===== src/rtl/clock_edit_controller.sv =====
// Mode/edit sequencer for the 24-hour clock: 1 Hz tick, edit enables, increment pulses, blink strobe, idle timeout.
// Optional build macro EDIT_AUTOREPEAT_EN adds auto-repeat of Increment while IncBtn is held.
module clock_edit_controller #(
    parameter int TICK_DIV       = 100000000,
    parameter int REPEAT_DELAY   = 50000000,
    parameter int REPEAT_RATE    = 10000000,
    parameter int TIMEOUT_CYCLES = 1000000000,
    parameter int BLINK_DIV      = 25000000
) (
    input  logic       CLK,
    input  logic       RST,
    input  logic       ModeBtn,
    input  logic       IncBtn,
    output logic       SecTick,
    output logic       EditHours,
    output logic       EditMinutes,
    output logic       EditSeconds,
    output logic       Increment,
    output logic       Blink,
    output logic [1:0] Mode
);

    localparam int TW = $clog2(TICK_DIV);
    localparam int IW = $clog2(TIMEOUT_CYCLES);
    localparam int BW = (BLINK_DIV > 1) ? $clog2(BLINK_DIV) : 1;

    typedef enum logic [1:0] {
        NORMAL   = 2'd0,
        EDIT_HR  = 2'd1,
        EDIT_MIN = 2'd2,
        EDIT_SEC = 2'd3
    } state_t;

    state_t          state, state_nxt;
    logic            mode_prev, inc_prev;
    logic            mode_edge, inc_edge, in_edit, stay_edit, timeout, rep_fire;
    logic [TW-1:0]   presc_cnt, presc_nxt;
    logic [IW-1:0]   idle_cnt, idle_nxt;
    logic [BW-1:0]   blink_cnt, blink_cnt_nxt;
    logic            tick_nxt, inc_nxt, blink_nxt;
    logic            edit_hr_nxt, edit_min_nxt, edit_sec_nxt;

    assign mode_edge = ModeBtn & ~mode_prev;
    assign inc_edge  = IncBtn & ~inc_prev;
    assign in_edit   = (state != NORMAL);
    assign stay_edit = in_edit && (state_nxt == state);
    assign timeout   = in_edit && (idle_cnt == IW'(TIMEOUT_CYCLES - 1));
    assign Mode      = state;

`ifdef EDIT_AUTOREPEAT_EN
    localparam int RW = $clog2(((REPEAT_DELAY > REPEAT_RATE) ? REPEAT_DELAY : REPEAT_RATE) + 1);

    logic [RW-1:0] rep_cnt, rep_limit;
    logic          rep_phase, held;

    // Repeat only continues while the press is held in the same edit state.
    assign held      = stay_edit && IncBtn && inc_prev;
    assign rep_limit = rep_phase ? RW'(REPEAT_RATE - 1) : RW'(REPEAT_DELAY - 1);
    assign rep_fire  = held && (rep_cnt == rep_limit);

    always_ff @(posedge CLK or posedge RST) begin
        if (RST) begin
            rep_cnt   <= '0;
            rep_phase <= 1'b0;
        end else if (!held) begin
            rep_cnt   <= '0;
            rep_phase <= 1'b0;
        end else if (rep_fire) begin
            rep_cnt   <= '0;
            rep_phase <= 1'b1;
        end else begin
            rep_cnt   <= rep_cnt + 1'b1;
        end
    end
`else
    assign rep_fire = (REPEAT_DELAY < 0) && (REPEAT_RATE < 0);
`endif

    always_ff @(posedge CLK or posedge RST) begin
        if (RST) state <= NORMAL;
        else     state <= state_nxt;
    end

    // A mode edge outranks a timeout in the same cycle.
    always_comb begin
        state_nxt = state;
        if (mode_edge) begin
            case (state)
                NORMAL:   state_nxt = EDIT_HR;
                EDIT_HR:  state_nxt = EDIT_MIN;
                EDIT_MIN: state_nxt = EDIT_SEC;
                default:  state_nxt = NORMAL;
            endcase
        end else if (timeout) begin
            state_nxt = NORMAL;
        end
    end

    always_comb begin
        inc_nxt      = stay_edit && (inc_edge || rep_fire);
        edit_hr_nxt  = (state_nxt == EDIT_HR);
        edit_min_nxt = (state_nxt == EDIT_MIN);
        edit_sec_nxt = (state_nxt == EDIT_SEC);

        // Prescaler counts only while NORMAL is both current and next state.
        presc_nxt = '0;
        tick_nxt  = 1'b0;
        if (state == NORMAL && state_nxt == NORMAL) begin
            if (presc_cnt == TW'(TICK_DIV - 1)) tick_nxt = 1'b1;
            else                                presc_nxt = presc_cnt + 1'b1;
        end

        idle_nxt = '0;
        if (stay_edit && !inc_edge && !Increment) idle_nxt = idle_cnt + 1'b1;

        // Blink phase restarts on any state change and on every Increment.
        blink_nxt     = 1'b1;
        blink_cnt_nxt = '0;
        if (stay_edit && !inc_nxt) begin
            if (blink_cnt == BW'(BLINK_DIV - 1)) begin
                blink_nxt = ~Blink;
            end else begin
                blink_nxt     = Blink;
                blink_cnt_nxt = blink_cnt + 1'b1;
            end
        end
    end

    always_ff @(posedge CLK or posedge RST) begin
        if (RST) begin
            mode_prev   <= 1'b0;
            inc_prev    <= 1'b0;
            presc_cnt   <= '0;
            idle_cnt    <= '0;
            blink_cnt   <= '0;
            SecTick     <= 1'b0;
            EditHours   <= 1'b0;
            EditMinutes <= 1'b0;
            EditSeconds <= 1'b0;
            Increment   <= 1'b0;
            Blink       <= 1'b1;
        end else begin
            mode_prev   <= ModeBtn;
            inc_prev    <= IncBtn;
            presc_cnt   <= presc_nxt;
            idle_cnt    <= idle_nxt;
            blink_cnt   <= blink_cnt_nxt;
            SecTick     <= tick_nxt;
            EditHours   <= edit_hr_nxt;
            EditMinutes <= edit_min_nxt;
            EditSeconds <= edit_sec_nxt;
            Increment   <= inc_nxt;
            Blink       <= blink_nxt;
        end
    end

endmodule


===== config.mk =====
export PLATFORM = sky130hd
export DESIGN_NAME = clock_edit_controller
export DESIGN_NICKNAME = d
export VERILOG_FILES = /design/src/rtl/clock_edit_controller.sv
export SDC_FILE = /design/constraint.sdc
export NUM_CORES = 1
export LEC_CHECK = 0
export BUFFER_PORTS_ARGS = -buffer_cell sky130_fd_sc_hd__buf_2
export CAP_MARGIN = 20
export CORE_ASPECT_RATIO = 0.9
export CORE_UTILIZATION = 30
export CTS_BUF_LIST = sky130_fd_sc_hd__clkbuf_8
export CTS_CLUSTER_DIAMETER = 200
export DETAILED_ROUTE_END_ITERATION = 7
export PLACE_DENSITY_LB_ADDON = 0.25
export SYNTH_ARGS = -nofsm -noshare
export SYNTH_HDL_FRONTEND = slang
export SYNTH_SLANG_ARGS = --single-unit

===== constraint.sdc =====
create_clock -name CLK -period 2.6 [get_ports CLK]
set_input_delay 0.13 -clock CLK [delete_from_list [all_inputs] [get_ports CLK]]
set_output_delay 0.13 -clock CLK [all_outputs]
set_load 0.01 [all_outputs]

== Word level (Yosys, flattened, before mapping) ==
Index checks and enable logic that the tools add are counted.

* Bits in registers: 92
* Bits of input ports: 4
* Logic and storage cells: 55

* Add/sub/neg operators: 3
* Eq/ne operators: 10
* Mux-type cells: 12
* Bitwise gates (word level): 5
* Reductions and logical operators: 13

{| class="wikitable"
|+ Operators with widths
! operator !! number
|-
| $mux W27 || 2
|-
| $mux W25 || 2
|-
| $add A30 B1 Y30 const B || 1
|-
| $eq A30 B30 Y1 const B || 1
|-
| $mux W30 || 1
|-
| $add A27 B1 Y27 const B || 1
|-
| $eq A27 B27 Y1 const B || 1
|-
| $add A25 B1 Y25 const B || 1
|-
| $eq A25 B25 Y1 const B || 1
|-
| $logic_and A1 B1 Y1 || 7
|-
| $eq A2 B2 Y1 const B || 3
|-
| $pmux W2 S3 || 1
|-
| $eq A2 B1 Y1 const B || 2
|-
| $logic_not A2 Y1 || 2
|-
| $mux W1 || 4
|-
| $mux W2 || 2
|-
| $logic_not A1 Y1 || 3
|-
| $not A1 Y1 || 3
|-
| $and A1 B1 Y1 || 2
|-
| $eq A2 B2 Y1 || 1
|-
| $ne A2 B1 Y1 const B || 1
|-
| $reduce_bool A2 Y1 || 1
|}

== Logic depth before layout (Yosys ltp) ==
* Word-level depth: 10
* Depth in mapped cells: 9

== Worst setup path before layout ==
OpenSTA, ideal clock, no wires.

* Path type: register -> register
* From: register state[0], in the netlist Mode[0]
* To: register idle_cnt[26]
* Library setup time: 0.119 ns
* Arrival time: 2.314 ns
* Path slack: 0.167 ns
* Cell stages (with the launch flop): 9
* Buffers on the path: 1
* Clock period less this slack: 2.433 ns
* Cell sequence: dfrtp_1 > inv_1 > ha_1 > nand4bb_1 > or4_4 > or3_4 > o21ai_2 > buf_6 > nor2_1

* Word-level cells in the longest chain between the ends: 9
* Elaborated cells between the ends (all ways): 13
* Classes of those cells: eq/ne (3); mux (4); reduce/logical (6)

{| class="wikitable"
|+ RTL lines
! what !! RTL line !! RTL
|-
| start, declared || 34 || <nowiki>state_t state, state_nxt;</nowiki>
|-
| start signal, assigned || 81 || <nowiki>else state <= state_nxt;</nowiki>
|-
| branches (longest 5 deep; another with $pmux W2 S3) || -- ||
|-
| $logic_and A1 B1 Y1 (*) || 46 || <nowiki>assign stay_edit = in_edit && (state_nxt == state);</nowiki>
|-
| $logic_and A1 B1 Y1 (*) (2 in a row) || 114 || <nowiki>if (stay_edit && !inc_edge && !Increment) idle_nxt = idle_cnt + 1'b1;</nowiki>
|-
| $mux W30 (*) || 114 ||
|-
| net idle_nxt[26] || 38 || <nowiki>logic [IW-1:0] idle_cnt, idle_nxt;</nowiki>
|-
| end signal, assigned || 146 || <nowiki>idle_cnt <= idle_nxt;</nowiki>
|-
| end, declared || 38 ||
|}

Mark *: on every way through the listed nets, which the timed path passes.
A chain may end at the register's enable or synchronous reset.

== Worst setup path after layout ==
* From: register state[0], in the netlist Mode[0]
* To: register idle_cnt[15]

Same word-level chain as after synthesis.

==> results_dict.tcl <==
set metrics [dict create \
    hold_class "in2async" \
    final_antenna_net_count 0 \
    place.gp.congestion 0.753 \
    final_area_um2 5050 \
    syn-cell-area_um2 4480 \
    grt_pass1_wl_mm 15.3 \
    r2r_cells 8 \
    cts_buffers 9 \
    area_growth_pct 12.5 \
    multi_input_area_um2 2050 \
    clock_latency_ns 0.36 \
    wire_per_inst_um 12.6 \
    grt_max_degree 58 \
    tightest_slew_ns 0.645 \
    coreArea_um2 14700 \
    period_share_pct 90.0 \
    drc_errors 0 \
    clock-root-buffer "clkbuf_8" \
    final.min_clock_period_ns 2.34 \
    drive_gt1_share_pct 10.2 \
    maxCapViolCount 0 \
    vias_per_cell 4.64 \
    regToRegStartpoint "Mode[0]" \
    fillCellCount 1496 \
    slew_headroom_pct 57.0 \
    synth_top_flop_cell "dfrtp_1" \
    synth_top_area_share_pct 50.8 \
    drt_iter0_drc 190 \
    ios 12 \
    worstPathArrival_ns 2.59 \
    numPortBuffers 11 \
    cts-hold-fix-buffers 3 \
    grt_pass1_vias 3206 \
    grt_overflow_total 0 \
    cts_tree "yes" \
    grt_antenna_before_repair 0 \
    ys_types 39 \
    regArea_um2 2300 \
    synthTopCellsByArea "dfrtp_1, xor2_1, nor2_1" \
    die_area_um2 15400 \
    layout_commonest_cell "nor2_1" \
    synth_area_leader_cell "dfrtp_1" \
    drv_slew 0 \
    yosys_register_bits 92 \
    finalSetupViolations 0 \
    mostFrequentLayoutCells "nor2_1, dfrtp_1, xor2_1" \
    r2r-end "idle_cnt[15]" \
    drtPass1Iterations 5 \
    critPathLaunchType "flip-flop" \
    power_density_nw_per_um2 622 \
    worstPathRequired_ns 2.85 \
    finalClockSkew_ns 0.00889 \
    fmax_mhz 427 \
    dp_hpwl_mm 5.98 \
    ys_warn_count 0 \
    p_leak_nw 2.10 \
    die-width_um 131 \
    ctsLongestPathBuffers 2 \
    routed_wirelength_mm 8.68 \
    syn_avg_cell_area_um2 9.81 \
    htree_levels 3 \
    nNetsFinal 496 \
    synthesis.nets 466 \
    crit_type "reg2reg" \
    fin_setup_tns_ns 0 \
    numClockSinks 92 \
    status "complete, no violations" \
    vias 3197 \
    cts_setup_buffers 0 \
    synth_cells 457 \
    critPathMaxFanout 17 \
    vdd_drop_max_mv 0.234 \
    initial_core_util_pct 30.6 \
    synth-edff-count 0 \
    ff2ff_setup_slack_ns 0.26 \
    die_h_um 118 \
    path_clk_slew_ns 0.09 \
    critPathCaptureType "flip-flop" \
    cts_resized 0 \
    yosysSeqAreaShare_pct 51.4 \
    dpl_cell_area_um2 4850 \
    std_cell_rows 42 \
    diodes 0 \
    grt.total_usage_pct 12.8 \
    rsz0062_at_grt "no" \
    async_reset_ff_share_pct 100 \
    startpoint "Mode[0]" \
    hold_viol 0 \
]
-- cells in the mapped netlist, types with 3 or more instances --
library cell / n
inv_1: 13
a21oi_1: 4
nor2_1: 97
dfrtp_1: 91
and4_1: 3
nor4b_1: 5
and3_1: 13
o21ai_0: 5
nand2_1: 32
ha_1: 5
nor4_1: 8
or3_1: 4
nand4_1: 27
nand3_1: 39
xnor2_1: 19
xor2_1: 57
buf_6: 5
buf_2: 3
-- worst max-delay path by stage --
stage	slack, ns	depth (start not counted)	end
after global routing	0.12	8	idle_cnt[17]
after CTS	0.25	8	idle_cnt[20]
after floorplan	0.08	1	EditHours
final	0.26	8	idle_cnt[15]
after global placement	0.33	8	idle_cnt[9]
after detailed placement	0.26	8	idle_cnt[20]
-- worst max-delay path, cell delays in order, from the launching register on --
cell	delay, ns
dfrtp_1	0.35
inv_1	0.07
ha_1	0.21
nand4bb_1	0.19
or4_4	0.55
or3_4	0.37
o21ai_2	0.17
buf_4	0.24
nor2_1	0.08
-- layout make-up --
type | count | area share [%]
Timing Repair Buffer | 29 | 4.41
Sequential cell | 92 | 45.6
Clock inverter | 4 | 0.347
Multi-Input combinational cell | 342 | 40.7
Clock buffer | 11 | 3.00
Inverter | 13 | 0.992
Tap cell | 198 | 4.91
-- state kept, by name, summed over array words and instances (netlist names) --
name	count
presc_cnt	27
Increment	1
Blink	1
SecTick	1
idle_cnt	30
blink_cnt	25
inc_prev	1
EditHours	1
EditSeconds	1
mode_prev	1
Mode	2
EditMinutes	1
-- routing by layer --
| layer | vias to the layer above | GRT usage (%) | part of all wire, % |
|---|---|---|---|
| met5 | - | 0 | 0 |
| met4 | 0 | 4.53 | 1.4 |
| met3 | 7 | 3.59 | 2.8 |
| met2 | 32 | 19.3 | 45 |
| met1 | 1550 | 17.3 | 51 |
| li1 | 1608 | - | - |
-- metrics by stage --
| stage | hold WS [ns] | utilization (%) | total power, W | setup slack, ns | cells |
|---|---|---|---|---|---|
| 2_1_floorplan | 0.161 | - | 0.00212 | 0.0797 | 457 |
| 3_3_place_gp | 0.237 | 33.1 | 0.00231 | 0.333 | 671 |
| 3_5_place_dp | 0.248 | 33.1 | 0.00231 | 0.263 | 671 |
| 4_1_cts | 0.393 | 34.4 | 0.00320 | 0.249 | 689 |
| 5_1_grt | 0.426 | 34.4 | 0.00335 | 0.125 | 689 |
| 6_report | 0.372 | 34.4 | 0.00314 | 0.260 | 689 |
-- kinds of logic (layout without fill, tap and decap cells) --
logic type               after synthesis  after routing  share of synthesized area, %
AND/OR/NAND/NOR                      247            247                          27.6
flip-flops                            92             92                          51.4
XOR/XNOR                              76             76                          14.8
buffers and inverters                 23             57                          2.85
AO/OA/AOI/OAI                         14             14                          1.98
adder cells (fa/ha/maj)                5              5                          1.40
-- power breakdown --
part           switching (W)  internal (W)  total (W)
Clock               0.000478      0.000385   0.000863
Sequential         0.0000595       0.00151    0.00157
Combinational       0.000453      0.000256   0.000710
Total               0.000991       0.00215    0.00314
No activity file was read; power rests on OpenSTA's default activity.
